### src/rtl/atomik_pkg.sv
// Shared definitions for the atomik polymorphic core stages.
//   vault_state_e    : DNA vault FSM states
//   DefaultDnaBytes  : default DNA length in bytes
//   DefaultLfsrTaps  : Galois right-shift feedback mask
//   DefaultNullSeed  : LFSR load value substituted for an all-zero seed
package atomik_pkg;

  typedef enum logic [1:0] {
    StEmpty,
    StArmed,
    StStream,
    StBurned
  } vault_state_e;

  localparam int unsigned DefaultDnaBytes = 32;
  localparam logic [31:0] DefaultLfsrTaps = 32'h80200003;
  localparam logic [31:0] DefaultNullSeed = 32'hDEADBEEF;

endpackage

### src/rtl/atomik_mut_lfsr.sv
// Mutation engine: period counter driving a 32-bit Galois right-shift LFSR.
// Ports:
//   clk, rst  : clock, asynchronous active-high reset
//   load      : load LFSR with load_val (NULL_SEED if zero) and clear the counter
//   load_val  : seed value
//   enable    : counter/LFSR advance enable
//   period    : steps every `period` enabled cycles; 0 disables stepping
//   lfsr      : low OUT_BITS of the current LFSR state
//   tick      : one-cycle pulse in the cycle a new LFSR value is visible
module atomik_mut_lfsr
  import atomik_pkg::*;
#(
  parameter logic [31:0] LFSR_TAPS = DefaultLfsrTaps,
  parameter logic [31:0] NULL_SEED = DefaultNullSeed,
  parameter int unsigned OUT_BITS  = 32
) (
  input  logic                clk,
  input  logic                rst,
  input  logic                load,
  input  logic [31:0]         load_val,
  input  logic                enable,
  input  logic [31:0]         period,
  output logic [OUT_BITS-1:0] lfsr,
  output logic                tick
);

  logic [31:0] cnt_q, cnt_d;
  logic [31:0] lfsr_q, lfsr_d;
  logic        tick_q, tick_d;

  always_comb begin
    cnt_d  = cnt_q;
    lfsr_d = lfsr_q;
    tick_d = 1'b0;
    if (load) begin
      cnt_d  = '0;
      lfsr_d = (load_val == '0) ? NULL_SEED : load_val;
    end else if (enable && (period != '0)) begin
      // >= keeps the counter from running away if it ever sits past the period
      if (cnt_q >= period - 32'd1) begin
        cnt_d  = '0;
        lfsr_d = lfsr_q[0] ? ((lfsr_q >> 1) ^ LFSR_TAPS) : (lfsr_q >> 1);
        tick_d = 1'b1;
      end else begin
        cnt_d = cnt_q + 32'd1;
      end
    end
  end

  always_ff @(posedge clk or posedge rst) begin
    if (rst) begin
      cnt_q  <= '0;
      lfsr_q <= NULL_SEED;
      tick_q <= 1'b0;
    end else begin
      cnt_q  <= cnt_d;
      lfsr_q <= lfsr_d;
      tick_q <= tick_d;
    end
  end

  assign lfsr = lfsr_q[OUT_BITS-1:0];
  assign tick = tick_q;

endmodule

### src/rtl/atomik_dna_vault.sv
// DNA vault: captures the genome from the UART loader on core_enable rising edge and
// serves it as an LFSR-whitened byte stream over valid/ready. With the OTP policy
// latched, each byte is zeroized on handshake and the vault locks after the last byte.
// Ports:
//   clk, rst          : clock, asynchronous active-high reset
//   core_enable       : loader ignite level (rising edge captures)
//   loader_busy       : loader mid-ingestion; aborts and clears the vault
//   dna_in            : DNA_BYTES*8 genome, byte 0 in [7:0]
//   poly_freq         : mutation period in cycles (0 = off)
//   poly_seed         : LFSR seed (0 selects NULL_SEED)
//   otp_en            : burn-on-read policy
//   rd_start          : request one full stream (ARMED only)
//   rd_valid/rd_ready : byte handshake
//   rd_data, rd_last  : whitened byte, final-byte marker
//   armed, burned     : status
//   mutate_tick       : pulse on each LFSR step
module atomik_dna_vault
  import atomik_pkg::*;
#(
  parameter int unsigned DNA_BYTES = DefaultDnaBytes,
  parameter logic [31:0] LFSR_TAPS = DefaultLfsrTaps,
  parameter logic [31:0] NULL_SEED = DefaultNullSeed
) (
  input  logic                   clk,
  input  logic                   rst,
  input  logic                   core_enable,
  input  logic                   loader_busy,
  input  logic [DNA_BYTES*8-1:0] dna_in,
  input  logic [31:0]            poly_freq,
  input  logic [31:0]            poly_seed,
  input  logic                   otp_en,
  input  logic                   rd_start,
  output logic                   rd_valid,
  input  logic                   rd_ready,
  output logic [7:0]             rd_data,
  output logic                   rd_last,
  output logic                   armed,
  output logic                   burned,
  output logic                   mutate_tick
);

  localparam int unsigned IdxW    = (DNA_BYTES > 1) ? $clog2(DNA_BYTES) : 1;
  localparam logic [IdxW-1:0] LastIdx = IdxW'(DNA_BYTES - 1);

  vault_state_e                state_q, state_d;
  logic [DNA_BYTES-1:0][7:0]   dna_q, dna_d;
  logic [31:0]                 freq_q, freq_d;
  logic                        otp_q, otp_d;
  logic [IdxW-1:0]             idx_q, idx_d;
  logic                        en_hist_q;
  logic                        rd_valid_q, rd_valid_d;
  logic [7:0]                  rd_data_q, rd_data_d;
  logic                        rd_last_q, rd_last_d;

  logic [IdxW-1:0] idx_nxt;
  logic [7:0]      whiten;
  logic            capture;
  logic            lfsr_load;
  logic            lfsr_run;
  logic            live;

  assign live    = (state_q != StBurned);
  assign capture = core_enable & ~en_hist_q;
  assign idx_nxt = idx_q + IdxW'(1);

  assign lfsr_load = live && !loader_busy && capture;
  assign lfsr_run  = ((state_q == StArmed) || (state_q == StStream)) && !loader_busy;

  atomik_mut_lfsr #(
    .LFSR_TAPS (LFSR_TAPS),
    .NULL_SEED (NULL_SEED),
    .OUT_BITS  (8)
  ) u_mut_lfsr (
    .clk      (clk),
    .rst      (rst),
    .load     (lfsr_load),
    .load_val (poly_seed),
    .enable   (lfsr_run),
    .period   (freq_q),
    .lfsr     (whiten),
    .tick     (mutate_tick)
  );

  always_comb begin
    state_d    = state_q;
    dna_d      = dna_q;
    freq_d     = freq_q;
    otp_d      = otp_q;
    idx_d      = idx_q;
    rd_valid_d = rd_valid_q;
    rd_data_d  = rd_data_q;
    rd_last_d  = rd_last_q;

    // BURNED is terminal: only rst leaves it
    if (live) begin
      if (loader_busy) begin
        state_d    = StEmpty;
        dna_d      = '0;
        idx_d      = '0;
        rd_valid_d = 1'b0;
        rd_data_d  = '0;
        rd_last_d  = 1'b0;
      end else if (capture) begin
        state_d    = StArmed;
        dna_d      = dna_in;
        freq_d     = poly_freq;
        otp_d      = otp_en;
        idx_d      = '0;
        rd_valid_d = 1'b0;
        rd_data_d  = '0;
        rd_last_d  = 1'b0;
      end else begin
        unique case (state_q)
          StArmed: begin
            if (rd_start) begin
              state_d    = StStream;
              idx_d      = '0;
              rd_valid_d = 1'b1;
              // whitening uses the pre-step LFSR value of this cycle
              rd_data_d  = dna_q[0] ^ whiten;
              rd_last_d  = (LastIdx == '0);
            end
          end
          StStream: begin
            if (rd_valid_q && rd_ready) begin
              if (otp_q) begin
                dna_d[idx_q] = '0;
              end
              if (idx_q != LastIdx) begin
                idx_d     = idx_nxt;
                rd_data_d = dna_q[idx_nxt] ^ whiten;
                rd_last_d = (idx_nxt == LastIdx);
              end else begin
                rd_valid_d = 1'b0;
                rd_data_d  = '0;
                rd_last_d  = 1'b0;
                state_d    = otp_q ? StBurned : StArmed;
              end
            end
          end
          default: begin
          end
        endcase
      end
    end
  end

  always_ff @(posedge clk or posedge rst) begin
    if (rst) begin
      state_q    <= StEmpty;
      dna_q      <= '0;
      freq_q     <= '0;
      otp_q      <= 1'b0;
      idx_q      <= '0;
      en_hist_q  <= 1'b0;
      rd_valid_q <= 1'b0;
      rd_data_q  <= '0;
      rd_last_q  <= 1'b0;
    end else begin
      state_q    <= state_d;
      dna_q      <= dna_d;
      freq_q     <= freq_d;
      otp_q      <= otp_d;
      idx_q      <= idx_d;
      en_hist_q  <= core_enable;
      rd_valid_q <= rd_valid_d;
      rd_data_q  <= rd_data_d;
      rd_last_q  <= rd_last_d;
    end
  end

  assign rd_valid = rd_valid_q;
  assign rd_data  = rd_data_q;
  assign rd_last  = rd_last_q;
  assign armed    = (state_q == StArmed) || (state_q == StStream);
  assign burned   = (state_q == StBurned);

endmodule

### config.mk
export PLATFORM = sky130hd
export DESIGN_NAME = atomik_dna_vault
export DESIGN_NICKNAME = d
export VERILOG_FILES = /design/src/rtl/atomik_pkg.sv /design/src/rtl/atomik_mut_lfsr.sv /design/src/rtl/atomik_dna_vault.sv
export SDC_FILE = /design/constraint.sdc
export NUM_CORES = 1
export LEC_CHECK = 0
export CORE_MARGIN = 4
export CORE_UTILIZATION = 40
export CTS_CLUSTER_DIAMETER = 80
export DETAILED_ROUTE_END_ITERATION = 6
export PLACE_DENSITY = 0.77
export SLEW_MARGIN = 10
export SYNTH_ARGS = -nofsm -noshare
export SYNTH_HDL_FRONTEND = slang
export SYNTH_SLANG_ARGS = --single-unit
### constraint.sdc
create_clock -name clk -period 11.82 [get_ports clk]
set_clock_uncertainty 0.15 [all_clocks]
set_input_delay 2.364 -clock clk [delete_from_list [all_inputs] [get_ports clk]]
set_output_delay 2.364 -clock clk [all_outputs]
set_load 0.005 [all_outputs]
==> results of run 1 <==
registers in the layout, summed over array words and instances (netlist names):
| signal | flops |
|---|---|
| rd_valid | 1 |
| rd_last | 1 |
| dna_q | 256 |
| rd_data | 8 |
| idx_q | 5 |
| u_mut_lfsr.lfsr_q | 32 |
| otp_q | 1 |
| en_hist_q | 1 |
| freq_q | 32 |
| u_mut_lfsr.cnt_q | 32 |
| u_mut_lfsr.tick | 1 |
| state_q | 2 |
synthesized netlist by cell type (21+ instances only):
library cell / n / area (sq um)
ha_1: 44 / 551
nor3_1: 25 / 125
mux2i_1: 29 / 290
dfstp_2: 24 / 631
nand4_1: 22 / 138
nand3_1: 55 / 275
and3_1: 21 / 131
mux4_2: 64 / 1440
nor2_1: 83 / 312
dfrtp_1: 348 / 8710
a21oi_1: 56 / 280
xor2_1: 29 / 254
nand2_1: 281 / 1050
xnor2_1: 42 / 368
inv_1: 21 / 78.8
o21ai_0: 38 / 190
clkbuf_1: 68 / 255
nor4_1: 22 / 138
a22o_1: 257 / 2250
metrics by stage:
stage	setup WS, ns	power (mW)
floorplan	4.33	2.34
global placement	5.68	2.74
detailed placement	5.50	2.78
CTS	6.09	4.15
global route	5.73	4.32
finish	5.99	4.12
worst reg2reg max path: cells and delay by family, from the launching register on:
kind | cells | cell delay [ns]
XOR/XNOR | 1 | 0.16
AND/OR/NAND/NOR | 8 | 3.32
AO/OA/AOI/OAI | 4 | 0.72
adder cells (fa/ha/maj) | 1 | 0.30
flip-flops | 1 | 0.43
how the worst min path moves through the flow:
stage                       to  cells after the start  startpoint
floorplan           dna_q[120]                      1  dna_q[120]
global placement       rd_last                      2     rd_last
detailed placement     rd_last                      2     rd_last
CTS                    rd_last                      2     rd_last
global route        dna_q[233]                      1  dna_q[233]
finish                 rd_last                      2     rd_last
placed cells by master, fill, tap and decap left out, drive strengths merged, types with 4 or more instances in the layout:
cell type / n
clkinv: 10
clkdlybuf4s50: 339
a22o: 257
mux4: 64
or4: 4
nand2: 283
dfstp: 24
dfrtp: 348
a21oi: 56
inv: 22
diode: 4
clkbuf: 61
and3: 21
bufinv: 4
ha: 44
and2: 4
nand3: 55
buf: 12
xnor2: 42
nor3: 25
nand2b: 5
nor4: 24
o311ai: 5
or3: 9
nand4: 22
nor2: 83
xor2: 29
mux2i: 29
o21ai: 52
routing by layer:
| layer | GRT usage [%] | share of wire, % | up-vias |
|---|---|---|---|
| met2 | 39.3 | 49 | 704 |
| met4 | 7.66 | 3.3 | 2 |
| met1 | 30.8 | 40 | 7543 |
| met3 | 4.48 | 7.9 | 115 |
| li1 | - | - | 6653 |
| met5 | 0 | 0.014 | - |
cells by family after synthesis:
kind of cell,synth area share [%]
AO/OA/AOI/OAI,16.8
XOR/XNOR,3.40
adder cells (fa/ha/maj),3.01
buffers and inverters,2.73
flip-flops,51.1
multiplexers,9.48
AND/OR/NAND/NOR,13.4
power groups by stage:
stage	sequential, mW	clock, mW	combinational (mW)
2_1_floorplan	1.61	0	0.727
3_3_place_gp	1.68	0	1.06
3_5_place_dp	1.69	0	1.09
4_1_cts	1.67	1.38	1.10
5_1_grt	1.70	1.44	1.18
6_report	1.67	1.36	1.09
cell type report:
cell class | instances | area [sq um]
inverters | 21 | 82.6
diodes | 4 | 10.0
flip-flops and latches | 372 | 9340
well taps | 600 | 751
clock buffers | 61 | 1190
fillers | 3907 | 21700
multi-input cells | 1149 | 8490
repair buffers | 351 | 3510
clock inverters | 17 | 244
==> impl_results.md, run 1 <==
* Status: completed
* Max Fclk at 0.171 GHz
* Syn Area/Cell at between 10 and 15 sq um
* Type of origin of the critical path: input pin
* Initial Utilization at 40.4%
* Root Buffer: clkbuf_16
* DRT iter0 DRCs at 1,301
* Cell Int Power at about 2.8 mW
* Relative slew slack at 17.8%
* # IOs at 340
* Critical path's slowest cell: nor2b_4
* Worst path cell trace: clkdlybuf4s50_1, nor3b_1, nor2b_4, buf_4, buf_4, a22o_1
* Min cycle time layout at 5.83 ns
* Post-synthesis register bit count at around 370
* Row count at a little under 80
* Routed WL at 58,800 um
* Synth warn at 0
* Drt via density at just under 6
* Buf+Inv Stages, Crit Path at 3
* Die Width at between 200 and 250 um
* Worst-Margin Slew at about 1.2 ns
* H-tree Lvls at 2
* Critical path destination: dna_q[144]
* Maximum vdd drop at 115 uV
* Gp weighted congestion at between 0.9 and 1
* Clk pwr share at 33.0%
* Final period util at 49.4%
* Non-Filler Instances at 2,575
* Unique masters post-synth at 61
* # DRC at 0
* Pleak at 10.4 nW
* CTS tree: yes
* Final Util at a little over half
* HPWL Detailed at roughly 42,000 um
* Type of the worst setup path: input pin to register
* EDFF count, synth at 0
* Global-route wire length before repair at 91,000 um
* Worst path most repeated cell: buf_4
* Post-DRT Antenna Nets at 0
* # hold bufs at CTS at 0
* Post-placement cell count at ~2,500
* Fin Hold WS at 0.342 ns
* R2R depth at 14
* Initial antenna violation count at 2
* Main synth FF type: dfrtp_1
* Reg2reg end: u_mut_lfsr.cnt_q[6]
* Die height at 222 um
* Max Slew Vio Count at 0
* Post-synthesis instance total at 1,634
* CTS clk-pin slew, worst paths at roughly 0.06 ns
* DR WL/cell at roughly 23 um
* DP Area at 22,200 sq um
* Core box area at 45,300 sq um
* Layout net count at 2,308
* Net Sw Frac at between 30% and 40%
* Skew-Pair Late Insertion Delay at 0.58 ns
* Worst min path class: register to register
* Final setup TNS at 0 ns
* Pwr Density at 175 nW/um^2
* Share of cells above drive strength 1 at 9.59%
* Synthesized cell area at 18,300 sq um
* Final hold vios at 0
* Post-Syn Nets at 2,005
* CTS resizes at 0
* First-pass DRT Iterations at 5
* Element type at the critical path end: register
* Fraction of registers with async set/reset at between 90% and 100%
* Number of global-route vias before repair at 15,500
* Final global-route overflow total at 0
* PortBufs at 339
* Max Cap Viol at 0
* Clk buf depth at 3
* Sequential share of the synthesized area at between 50 and 60%
* Synth-to-layout area growth at 29.3%
* Unrepaired setup endpoints after global routing: no
* Final-report setup violation count at 0
* Num CTS Buffers at 42
* CP Max Fanout at 83
* Setup crit start: core_enable
* Post-CTS setup buffers at 0
* Comb power frac at 26.4%
* Overall global routing resource usage at 23.4%
* CP Depth at 6
* Cell area after layout at 23,600 sq um
* Pin count of the biggest net entering global routing at roughly 180
* DIE AREA at approximately 49,000 sq um
* CP arrival at 6.18 ns
* CP max stage delay at a little under 0.9 ns
* # clock sinks at 372
* Flop2flop setup slack at 6.65 ns
* Top cell family by delay on the critical path: buffers and inverters
* Net Sw Power at 1.30 mW
* DR vias at 15,000
* Req. time, crit path at 12.17 ns
* Sequential power share at 40.6%
* R2R Path Start: freq_q[2]
(Power assumes the default switching activity.)
==> run 2: changes to the inputs <==
PLACE_DENSITY = 0.75   (was 0.77)
clock period = 5.54 ns   (was 11.82 ns; I/O delays follow)
==> impl_results.md, run 2 (synthesized netlist as in run 1, its figures left out) <==
* Type of the worst setup path: register to register
* Total power draw at 8.69 mW (+110%)
* Relative slew slack at 41.0% (+23 points)
* Filler cells at 3,933 (+0.67%)
* Drt via density at 5.76 (-1.2%)
* Status: completed
* Final hold vios at 0 (unchanged)
* Post-DRT Antenna Nets at 0 (unchanged)
* Max Cap Viol at 0 (unchanged)
* Pin count of the biggest net entering global routing at 160 (-9.6%)
* CTS clk-pin slew, worst paths at 0.06 ns (about the same)
* HPWL Detailed at 42,600 um (+1.3%)
* Buf+Inv Stages, Crit Path at 0 (-3)
* Pleak at 10.4 nW (+0.17%)
* Final setup TNS at 0 ns (unchanged)
* Cell Int Power at 5.93 mW (+110%)
* Row count at 78 (unchanged)
* First-pass DRT Iterations at 5 (unchanged)
* Top cell family by delay on the critical path: simple AND/OR/NAND/NOR gates
* Initial Utilization at 40.4% (unchanged)
* DR top layer: met5
* Die height at 222 um (unchanged)
* Final period util at 90.7%
* Max FFs per register at 256 (unchanged)
* Cell area after layout at 23,600 sq um (about the same)
* R2R depth at 13 (-1)
* DR WL/cell at 22.9 um (+0.45%)
* CTS tree: yes
* # IOs at 340 (unchanged)
* Root Buffer: clkbuf_16
* DRT iter0 DRCs at 1,386 (+6.5%)
* PortBufs at 339 (unchanged)
* Overall global routing resource usage at 23.5% (+0.094 points)
* Leading cell types in the layout, fill and taps excluded: dfrtp_1 (347), clkdlybuf4s50_1 (339), nand2_1 (281), a22o_1 (257), nor2_1 (82)
* Commonest non-fill, non-tap cell in the layout: dfrtp_1
* Hold Path Stages at 2 (unchanged)
* CP max stage delay at 0.81 ns (-0.07 ns)
* Net Sw Frac at 31.8% (+0.15 points)
* Die Width at 222 um (unchanged)
* Layout net count at 2,317 (+0.39%)
* Final-report setup violation count at 0 (unchanged)
* Fin Hold WS at 0.328 ns (-0.0138 ns)
* Initial antenna violation count at 5 (+3)
* Post-CTS setup buffers at 0 (unchanged)
* Unrepaired setup endpoints after global routing: no
* Clk buf depth at 3 (unchanged)
* Worst-Margin Slew at 0.885 ns (-0.348 ns)
* Final worst slack at 0.516 ns (-5.47 ns)
* Min cycle time layout at approximately 5 ns
* Post-placement cell count at 2,502 (+0.36%)
* CP Max Fanout at 17 (-80%)
* Non-Filler Instances at 2,578 (+0.12%)
* Core box area at 45,300 sq um (unchanged)
* Req. time, crit path at 5.81 ns (-6.36 ns)
* DR vias at 14,900 (-1.1%)
* Final global-route overflow total at 0 (unchanged)
* Met1 Wirelength at 24,600 um (+4.3%)
* Final Util at 52.2% (about the same)
* CTS resizes at 0 (unchanged)
* Skew-Pair Late Insertion Delay at 0.58 ns (about the same)
* Num CTS Buffers at 42 (unchanged)
* Net Sw Power at 2.76 mW (+110%)
* Pwr Density at 368 nW/um^2 (+110%)
* Met3 Wirelength at 4090 um (-12%)
* Max Fclk at 0.199 GHz
* H-tree Lvls at 2 (unchanged)
* Gp weighted congestion at 0.948 (+3.9%)
* Critical path's slowest cell: or4_1
* CP Depth at 13 (+7)
* Dpl ws at 0.668 ns (-4.83 ns)
* # DRC at 0 (unchanged)
* # clock sinks at 372 (unchanged)
* Share of cells above drive strength 1 at 9.97% (+0.39 points)
* Clk pwr share at 31.9% (-1.1 points)
* # hold bufs at CTS at 0 (unchanged)
* Maximum vdd drop at 193 uV (+68%)
* Synth-to-layout area growth at 29.4% (about the same)
* DIE AREA at 49,200 sq um (unchanged)
* Element type at the critical path end: register
* Global-route wire length before repair at 91,200 um (+0.23%)
* Number of global-route vias before repair at 15,400 (-0.039%)
* Max Slew Vio Count at 0 (unchanged)
* Type of origin of the critical path: register
* DP Area at 22,300 sq um (+0.42%)
* CP arrival at 5.29 ns (-0.89 ns)
* Comb power frac at 27.1% (+0.7 points)
* Largest reg by FF count: dna_q
* Sequential power share at 41.0% (+0.4 points)
* Met2 wire len at 28,600 um (about the same)
* Routed WL at 59,100 um (+0.57%)
* Worst min path class: register to register
* Worst path cell trace: nor4_1, nand3_1, nor3_1, nand2b_1, nor4_1, xnor2_1, ha_1, nand4_1, nor3_1, a221oi_1, a21oi_1, or4_1, o311ai_0
==> run 2: power by group through the flow <==
| stage | registers [mW] | clock network (mW) | logic [mW] |
|---|---|---|---|
| detailed placement | 3.60 | 0 | 2.35 |
| floorplan | 3.43 | 0 | 1.55 |
| CTS | 3.56 | 2.83 | 2.37 |
| global route | 3.62 | 2.94 | 2.55 |
| finish | 3.56 | 2.77 | 2.35 |
| global placement | 3.58 | 0 | 2.31 |
==> run 2: tightest hold or removal path, stage by stage, from the launching register on <==
cell and delay [ns]:
dfrtp_1 0.34, nand2_1 0.05, o21ai_0 0.06
==> run 2: cell type report <==
cell class	count	area, sq um	area share [%]
sequential	372	9340	39.5
multi-input combinational	1149	8490	35.9
timing repair buffer	360	3600	15.2
clock buffer	61	1240	5.26
tap	600	751	3.18
clock inverter	12	123	0.519
inverter	21	82.6	0.349
antenna	3	7.51	0.0318
==> run 2: per-layer routing <==
| layer | vias up | global-route usage [%] |
|---|---|---|
| li1 | 6675 | - |
| met3 | 98 | 4.41 |
| met1 | 7469 | 31.4 |
| met5 | - | 0 |
| met2 | 614 | 39.0 |
| met4 | 2 | 7.66 |
==> run 2: final timing paths <==
kind | from | endpoint | slack [ns]
hold / removal | rd_last | rd_last | 0.33
setup reg to reg | freq_q[2] | u_mut_lfsr.cnt_q[30] | 0.52
min in group asynchronous | rst | dna_q[65] | 0.91
max in group asynchronous | rst | idx_q[0] | 2.98
setup / recovery | freq_q[2] | u_mut_lfsr.cnt_q[30] | 0.52
hold reg to reg | rd_last | rd_last | 0.33
==> run 3: changes to the inputs <==
CTS_BUF_LIST = sky130_fd_sc_hd__clkbuf_2   (was not set)
==> impl_results.md, run 3 (synthesized netlist as in run 1, its figures left out) <==
* Type of the worst setup path: register to register
* Commonest non-fill, non-tap cell in the layout: dfrtp_1
* Maximum vdd drop at 173 uV (-10%)
* Final global-route overflow total at 0 (unchanged)
* DR vias at 15,200 (+2.4%)
* Relative slew slack at 34.4% (-6.6 points)
* Initial antenna violation count at 8 (+3)
* HPWL Detailed at 42,600 um (unchanged)
* Reg2reg end: u_mut_lfsr.cnt_q[30]
* Final Util at 51.2% (-1.0 points)
* Row count at 78 (unchanged)
* Global-route wire length before repair at 91,300 um (about the same)
* Filler cells at 4,058 (+3.2%)
* DRT iter0 DRCs at 1,255 (-9.5%)
* Post-DRT Antenna Nets at 0 (unchanged)
* Worst min path class: register to register
* R2R Path Start: freq_q[2]
* Clk buf depth at 3 (unchanged)
* Post-CTS setup buffers at 0 (unchanged)
* Core box area at 45,300 sq um (unchanged)
* CTS tree: yes
* Leading cell types in the layout, fill and taps excluded: dfrtp_1 (347), clkdlybuf4s50_1 (339), nand2_1 (281), a22o_1 (257), clkbuf_2 (140)
* Element type at the critical path end: register
* Initial Utilization at 40.4% (unchanged)
* M3 GR Usage at 6.26% (+1.9 points)
* Type of origin of the critical path: register
* Met1 Track Usage GR at 30.5% (-0.86 points)
* Root Buffer: clkbuf_2
* Flop2flop setup slack at 0.52 ns (about the same)
* Min cycle time layout at 5.02 ns (-0.00234 ns)
* Max Slew Vio Count at 0 (unchanged)
* Max Cap Viol at 0 (unchanged)
* # clock sinks at 372 (unchanged)
* Routed WL at 59,400 um (+0.48%)
* Synth-to-layout area growth at 26.8%
* Max FFs per register at 256 (unchanged)
* GRT met2 Usage at 38.0% (-1.0 points)
* Layout net count at 2,374 (+2.5%)
* Drt via density at 5.66 (-1.8%)
* R2R depth at 13 (unchanged)
* DR WL/cell at 22.1 um (-3.7%)
* Req. time, crit path at 6.25 ns (+0.44 ns)
* H-tree Lvls at 3 (+1)
* Final hold vios at 0 (unchanged)
* # DRC at 0 (unchanged)
* # hold bufs at CTS at 0 (unchanged)
* PortBufs at 339 (unchanged)
* Final-report setup violation count at 0 (unchanged)
* Die Width at 222 um (unchanged)
* Total power draw at 7.86 mW (-9.6%)
* Die height at 222 um (unchanged)
* CTS resizes at 0 (unchanged)
* CTS clk-pin slew, worst paths at 0.10 ns (+0.04 ns)
* Skew-Pair Late Insertion Delay at 1.09 ns (+0.51 ns)
* Final period util at 90.7% (about the same)
* First-pass DRT Iterations at 5 (unchanged)
* Final setup TNS at 0 ns (unchanged)
* Overall global routing resource usage at 23.7% (+0.16 points)
* # IOs at 340 (unchanged)
* Status: completed
* CP arrival at 5.73 ns (+0.44 ns)
* Pin count of the biggest net entering global routing at 160 (unchanged)
* Critical path destination: u_mut_lfsr.cnt_q[30]
* Largest reg by FF count: dna_q
* Pleak at 10.4 nW (about the same)
* Worst-Margin Slew at 0.985 ns (+0.0995 ns)
* Setup crit start: freq_q[2]
* Max Fclk at 0.199 GHz (about the same)
* Gp weighted congestion at 0.948 (unchanged)
* Num CTS Buffers at 99 (+140%)
* DIE AREA at 49,200 sq um (unchanged)
* Unrepaired setup endpoints after global routing: no
* CP Max Fanout at 17 (unchanged)
* GRT busiest layer: met2
* Share of cells above drive strength 1 at 13.6% (+3.6 points)
* Pwr Density at 339 nW/um^2 (-7.7%)
* Number of global-route vias before repair at 15,900 (+3.0%)
-- run 3: changes by cell type in the layout (fill, tap and decap cells not counted), sizes merged --
cell      before  now
diode          3   10
clkbuf        61  140
clkinv         8   31
clkinvlp       3    2
inv           21   24
-- run 3: layout make-up --
cell class / count / area [sq um] / share of cell area, %
flip-flops and latches: 372 / 9340 / 40.3
clock buffers: 140 / 701 / 3.02
diodes: 10 / 25.0 / 0.108
repair buffers: 360 / 3600 / 15.5
inverters: 21 / 82.6 / 0.356
multi-input cells: 1149 / 8490 / 36.6
well taps: 600 / 751 / 3.24
clock inverters: 37 / 183 / 0.788
-- run 3: worst min-delay path by stage --
stage | to | start | cells past startpoint
after detailed placement | rd_last | rd_last | 2
after CTS | dna_q[81] | rst | 2
after global placement | rd_last | rd_last | 2
after global routing | dna_q[64] | rst | 2
after floorplan | dna_q[120] | dna_q[120] | 1
final | u_mut_lfsr.lfsr_q[16] | u_mut_lfsr.lfsr_q[17] | 2
-- run 3: report_power, final --
| group | switching, mW | internal (mW) |
|---|---|---|
| logic | 1.21 | 1.14 |
| clock network | 1.22 | 0.736 |
| registers | 0.387 | 3.17 |
| total | 2.81 | 5.05 |
-- run 3: metal layers --
layer / up-vias / routed length (um) / part of all wire [%]
met2: 682 / 28300 / 48
met4: 4 / 2330 / 3.9
met5: - / 27 / 0.045
met3: 136 / 4660 / 7.8
met1: 7539 / 24100 / 41
li1: 6859 / - / -
-- run 3: per-stage QoR --
step	setup slack [ns]	cell area (sq um)	cells	hold slack, ns
final	0.518	23200	2689	0.330
after global routing	0.275	23200	2686	0.282
after CTS	0.609	23100	2679	0.219
after detailed placement	0.668	22300	2502	0.319
after global placement	0.783	22300	2502	0.319
after floorplan	-0.693	18300	1634	0.311
-- run 3: worst max-delay path: stages (launching register included) --
cell	delay [ns]
dfrtp_1	0.44
nor4_1	0.64
nand3_1	0.39
or2_2	0.42
nor3_1	0.25
nand2_1	0.12
xor2_1	0.15
ha_1	0.29
nand4_1	0.13
nor3_1	0.08
a221oi_1	0.26
a21oi_1	0.21
or4_1	0.81
o311ai_0	0.51
